[config.mk]
export PLATFORM = sky130hd
export DESIGN_NAME = bounce_generator
export DESIGN_NICKNAME = d
export VERILOG_FILES = /design/src/rtl/bounce_pkg.sv /design/src/rtl/bounce_generator_lfsr8.sv /design/src/rtl/bounce_generator.sv
export SDC_FILE = /design/constraint.sdc
export NUM_CORES = 1
export LEC_CHECK = 0
export CORE_MARGIN = 1.5
export CORE_UTILIZATION = 46
export CTS_CLUSTER_SIZE = 8
export DETAILED_ROUTE_END_ITERATION = 8
export PLACE_DENSITY_LB_ADDON = 0.12
export SLEW_MARGIN = 20
export SYNTH_ARGS = -nofsm -noshare
export SYNTH_HDL_FRONTEND = slang
export SYNTH_SLANG_ARGS = --single-unit
[constraint.sdc]
create_clock -name Clk -period 1.3 [get_ports Clk]
set_input_delay 0.195 -clock Clk [delete_from_list [all_inputs] [get_ports Clk]]
set_output_delay 0.195 -clock Clk [all_outputs]
set_load 0.005 [all_outputs]
[src/rtl/bounce_pkg.sv]
// ----------------------------------------------------------------------------
// bounce_pkg
// Shared definitions for the switch-bounce emulator.
//   state_t    : window FSM encoding (IDLE / BOUNCE)
//   LFSR_WIDTH : width of the pattern LFSR
//   LFSR_TAPS  : Fibonacci tap mask for x^8+x^6+x^5+x^4+1 (bits 7,5,4,3)
//   lfsr_next  : one LFSR step (shift left, feedback into bit 0)
// ----------------------------------------------------------------------------
package bounce_pkg;

    typedef enum logic {
        IDLE   = 1'b0,
        BOUNCE = 1'b1
    } state_t;

    localparam int                    LFSR_WIDTH = 8;
    localparam logic [LFSR_WIDTH-1:0] LFSR_TAPS  = 8'hB8;

    function automatic logic [LFSR_WIDTH-1:0] lfsr_next(input logic [LFSR_WIDTH-1:0] s);
        return {s[LFSR_WIDTH-2:0], ^(s & LFSR_TAPS)};
    endfunction

endpackage

[src/rtl/bounce_generator_lfsr8.sv]
// ----------------------------------------------------------------------------
// lfsr8
// Free-running 8-bit Fibonacci LFSR, advances on every rising Clk edge.
// Ports:
//   Clk   in   system clock
//   Reset in   asynchronous active-low reset, loads Seed
//   State out  current LFSR contents
// Parameter:
//   Seed       reset value, must be non-zero (all-zero is a lock-up state)
// ----------------------------------------------------------------------------
module lfsr8
    import bounce_pkg::*;
#(
    parameter logic [LFSR_WIDTH-1:0] Seed = 8'hA5
) (
    input  logic                  Clk,
    input  logic                  Reset,
    output logic [LFSR_WIDTH-1:0] State
);

    logic [LFSR_WIDTH-1:0] lfsr_q;

    always_ff @(posedge Clk or negedge Reset) begin
        if (!Reset) begin
            lfsr_q <= Seed;
        end else begin
            lfsr_q <= lfsr_next(lfsr_q);
        end
    end

    assign State = lfsr_q;

endmodule

[src/rtl/bounce_generator.sv]
// ----------------------------------------------------------------------------
// bounce_generator
// Switch-bounce emulator: turns a clean level into a seeded, repeatable burst
// of glitches after every input edge, then settles to the new level.
// Ports:
//   Clk       in   system clock, rising edge
//   Reset     in   asynchronous active-low reset
//   DataIn    in   clean input level
//   Enable    in   1 = inject bounce, 0 = registered pass-through
//   DataOut   out  bouncy (or passed-through) level, registered
//   Bouncing  out  high in every cycle DataOut is inside a bounce window
//   EdgeCount out  8-bit count of accepted DataIn edges (wraps 255 -> 0)
// Parameters:
//   CounterWidth  width of the window down-counter
//   BounceTime    window length in cycles (0..2^CounterWidth, 0 = no bounce)
//   LfsrSeed      LFSR reset value, non-zero
// Build option:
//   BOUNCE_EDGE_COUNT_EN  when defined, EdgeCount counts edges; otherwise the
//                         counter is omitted and EdgeCount is tied to 8'h00.
// ----------------------------------------------------------------------------
module bounce_generator
    import bounce_pkg::*;
#(
    parameter int                    CounterWidth = 4,
    parameter int                    BounceTime   = 8,
    parameter logic [LFSR_WIDTH-1:0] LfsrSeed     = 8'hA5
) (
    input  logic       Clk,
    input  logic       Reset,
    input  logic       DataIn,
    input  logic       Enable,
    output logic       DataOut,
    output logic       Bouncing,
    output logic [7:0] EdgeCount
);

    // Reject parameter sets the counter or LFSR cannot represent.
    if (BounceTime < 0 || BounceTime > (1 << CounterWidth)) begin : g_bad_bounce_time
        $error("bounce_generator: BounceTime out of range for CounterWidth");
    end
    if (LfsrSeed == '0) begin : g_bad_seed
        $error("bounce_generator: LfsrSeed must be non-zero");
    end

    localparam bit                      BOUNCE_ON = (BounceTime > 0);
    localparam logic [CounterWidth-1:0] RELOAD    =
        BOUNCE_ON ? CounterWidth'(BounceTime - 1) : '0;

    state_t                  state_q, state_d;
    logic                    stable_q, stable_d;
    logic [CounterWidth-1:0] cnt_q, cnt_d;
    logic                    dout_q, dout_d;
    logic                    bounce_q, bounce_d;
    logic                    edge_seen;
    logic [LFSR_WIDTH-1:0]   lfsr_state;
    logic                    unused_lfsr;

    lfsr8 #(
        .Seed (LfsrSeed)
    ) u_lfsr (
        .Clk   (Clk),
        .Reset (Reset),
        .State (lfsr_state)
    );

    // Only bit 0 feeds the glitch pattern.
    assign unused_lfsr = ^lfsr_state[LFSR_WIDTH-1:1];

    assign edge_seen = (DataIn != stable_q);

    // Priority: disabled/abort > edge (start or restart) > window in progress
    // > idle. Every branch that leaves the window outputs the new Stable level,
    // which is DataIn because Stable always takes DataIn on the next edge.
    always_comb begin
        stable_d = DataIn;
        state_d  = IDLE;
        cnt_d    = '0;
        dout_d   = DataIn;
        bounce_d = 1'b0;
        if (!Enable || !BOUNCE_ON) begin
            // pass-through / abort: defaults apply
        end else if (edge_seen) begin
            // first window cycle shows the new level cleanly
            state_d  = BOUNCE;
            cnt_d    = RELOAD;
            dout_d   = DataIn;
            bounce_d = 1'b1;
        end else if (state_q == BOUNCE && cnt_q != '0) begin
            state_d  = BOUNCE;
            cnt_d    = cnt_q - CounterWidth'(1);
            dout_d   = stable_q ^ lfsr_state[0];
            bounce_d = 1'b1;
        end
    end

    always_ff @(posedge Clk or negedge Reset) begin
        if (!Reset) begin
            state_q  <= IDLE;
            stable_q <= 1'b0;
            cnt_q    <= '0;
            dout_q   <= 1'b0;
            bounce_q <= 1'b0;
        end else begin
            state_q  <= state_d;
            stable_q <= stable_d;
            cnt_q    <= cnt_d;
            dout_q   <= dout_d;
            bounce_q <= bounce_d;
        end
    end

    assign DataOut  = dout_q;
    assign Bouncing = bounce_q;

`ifdef BOUNCE_EDGE_COUNT_EN
    logic [7:0] edge_cnt_q, edge_cnt_d;

    assign edge_cnt_d = edge_seen ? edge_cnt_q + 8'd1 : edge_cnt_q;

    always_ff @(posedge Clk or negedge Reset) begin
        if (!Reset) begin
            edge_cnt_q <= 8'h00;
        end else begin
            edge_cnt_q <= edge_cnt_d;
        end
    end

    assign EdgeCount = edge_cnt_q;
`else
    assign EdgeCount = 8'h00;
`endif

endmodule

==> impl_metrics.py <==
metrics = {
    "outcome": {
        "status": "complete, no violations",
    },
    "floorplan": {
        "rows": 12,
        "initial_utilization_pct": 52.03,
        "die_x_um": 39.40,
        "core_area_sq_mm": 0.001171,
        "die_y_um": 39.40,
        "io_pins": 14,
        "die_area_sq_mm": 0.001552,
    },
    "hold_path": {
        "min-delay-path-class": "in2async",
    },
    "yosys": {
        "synth-seq-cells": 15,
        "yosysSeqAreaShare_pct": 62.42,
        "avgSynthCellArea_sq_um": 13.54,
        "syn_area_sq_um": 609.3,
        "yosysUniqueCellTypes": 16,
        "syn_inst": 45,
        "ys.warnings.count": 0,
    },
    "clock_network": {
        "clk_latency_ns": 0.28,
        "clk_path_buf_depth": 2,
        "clk_pin_slew_ns": 0.08,
        "h-tree-depth": 1,
        "cts-buffers-inserted": 3,
        "cts.sinks": 15,
        "postCtsHoldBufs": 0,
        "cts_tree": "done",
        "clockRootBuffer": "clkbuf_4",
    },
    "global_route": {
        "antenna_found_initial": 0,
        "grt_pass1_wl_um": 1490,
        "grt_max_degree": 16,
        "grtUsageTotal_pct": 15.88,
        "grt_overflow": 0,
        "grt_pass1_vias": 336,
    },
    "timing": {
        "setup_viol": 0,
        "post-route-period-util_pct": 94.32,
        "max_freq_mhz": 815.5,
        "report.final.slew_viol_count": 0,
        "finClkSkew_ns": 0.002899,
        "period_needed_ns": 1.226,
        "grt_setup_unrepaired": "false",
        "hold_viol": 0,
    },
    "drt": {
        "num_vias": 330,
        "vias_per_cell": 4.648,
        "antenna_left": 0,
        "firstDrtPassIters": 2,
        "routed_wirelength_um": 922,
        "drc": 0,
        "wl_per_cell_um": 12.99,
        "drt_iter0_markers": 2,
    },
    "power_and_ir_drop": {
        "vdd.ir_drop.worst_mv": 0.8824,
        "p_per_area_mw_per_mm2": 1278,
        "power_uw": 919.5,
        "p_leak_uw": 0.0003520,
    },
    "worst_setup_path": {
        "slowest_stage": "dfrtp_1",
        "worstSetupEndpointType": "flop",
        "cpPeakStageDelay_ns": 0.40,
        "cp_num_buf_inv": 1,
        "crit_fanout": 5,
        "crit_required_ns": 1.47,
        "crit_arrival_ns": 1.39,
        "cp_num_cells": 5,
        "critPathTopFamily": "flip-flops",
        "critical_path_class": "reg2reg",
        "path_cells": "inv_1 -> ha_4 -> nor3b_4 -> nand3b_4 -> o21ai_1",
        "cp-start-kind": "flop",
        "reg2regPathDepth": 5,
    },
    "layout": {
        "n_fill_cell": 91,
        "antennaDiodeCount": 0,
        "final_nets": 63,
        "multi_input_area_sq_um": 206.4,
        "post-route-util_pct": 61.43,
        "area_growth_pct": 18.07,
        "drive_gt1_share_pct": 28.07,
        "regArea_sq_um": 380.4,
    },
    "job": {
        "timing.max_cap.violations": 0,
    },
    "placed_design": {
        "port_buffers": 5,
        "place_congestion": 0.7029,
        "hpwl_um": 690.6,
    },
}
## report_power, final
group / switching [uW] / total [uW] / internal [uW]
registers: 17.2 / 504 / 487
clock network: 138 / 257 / 119
logic: 73.2 / 158 / 84.9
total: 228 / 920 / 691
## stage by stage
step	instance area (sq um)	TNS [ns]	instances	setup slack, ns	hold WS, ns
2_1_floorplan	635.6	0	52	0.1428	-0.1006
3_3_place_gp	658.1	0	65	0.05225	0.3390
3_5_place_dp	658.1	-0.1210	65	-0.04055	0.3498
4_1_cts	699.4	0	70	0.002152	0.2135
5_1_grt	719.4	0	71	0.01170	0.2097
6_report	719.4	0	71	0.07378	0.2125
## cell usage after synthesis
cell type,count,area share [%]
dfrtp_1,11,45
nand3_1,1,0.82
o21ai_0,1,0.82
xnor2_1,4,5.7
inv_1,2,1.2
nor3_2,2,3.3
nor3b_2,1,2.1
xor2_1,2,2.9
conb_1,1,0.62
nand3b_4,1,3.3
nand2_1,2,1.2
buf_4,8,9.9
ha_1,1,2.1
dfstp_2,4,17
o21ai_1,3,2.5
o31ai_1,1,1.2
## worst register-to-register path, stage by stage (launching register included)
cell	delay, ns
dfrtp_1	0.40
inv_1	0.10
ha_4	0.14
nor3b_4	0.21
nand3b_4	0.20
o21ai_1	0.08
## placed cells by master, fill, tap and decap left out, types with 3 or more instances in the layout
master,Yosys,final
conb_1,1,8
buf_4,8,4
dfrtp_1,11,11
xnor2_1,4,4
dfstp_2,4,4
clkbuf_4,0,3
clkdlybuf4s50_1,0,3
o21ai_1,3,4
## cell families (layout without fill, tap and decap cells)
family | count (synthesis) | after routing | synth area share [%]
buffers and inverters | 10 | 15 | 11.09
other | 1 | 8 | 0.6154
DFF | 15 | 15 | 62.42
and+or+nand+nor | 7 | 7 | 10.68
adders and majority gates | 1 | 1 | 2.053
AOI/OAI and AO/OA | 5 | 5 | 4.516
xor gates and xnor gates | 6 | 6 | 8.624
## final cells by class
| type | count | share of cell area, % |
|---|---|---|
| tap | 14 | 2.435 |
| inverter | 2 | 1.043 |
| sequential | 15 | 52.87 |
| timing repair buffer | 9 | 11.30 |
| clock buffer | 4 | 3.652 |
| multi-input combinational | 27 | 28.70 |
## routing by layer
metal | vias up | share of wire (%) | GRT usage (%)
met1 | 158 | 41 | 16.85
met5 | - | 0 | 0
met2 | 16 | 50 | 25.00
li1 | 154 | - | -
met3 | 2 | 7.8 | 10.80
met4 | 0 | 1.5 | 5.172
## registers in the layout, indices dropped and copies added, names as in the netlist
signal,count
stable_q,1
u_lfsr.State,8
Bouncing,1
DataOut,1
cnt_q,4
## what timing repair did
action / 4_1_cts / 5_1_grt
endpoints found under the hold margin: 0 / 0
gates cloned: 0 / 0
setup buffers: 1 / 1
setup endpoints to repair: 6 / 7
resized for setup: 3 / 3
## path summary, 6_finish.rpt
path / start / to / slack, ns
setup / recovery: cnt_q[1] / cnt_q[2] / 0.07
hold / removal: Reset / u_lfsr.State[6] / 0.21
setup reg to reg: cnt_q[1] / cnt_q[2] / 0.07
hold reg to reg: u_lfsr.State[6] / u_lfsr.State[7] / 0.37
max in group asynchronous: Reset / u_lfsr.State[7] / 0.85
min in group Clk: u_lfsr.State[6] / u_lfsr.State[7] / 0.37
Power figures use the tool's default switching activity.
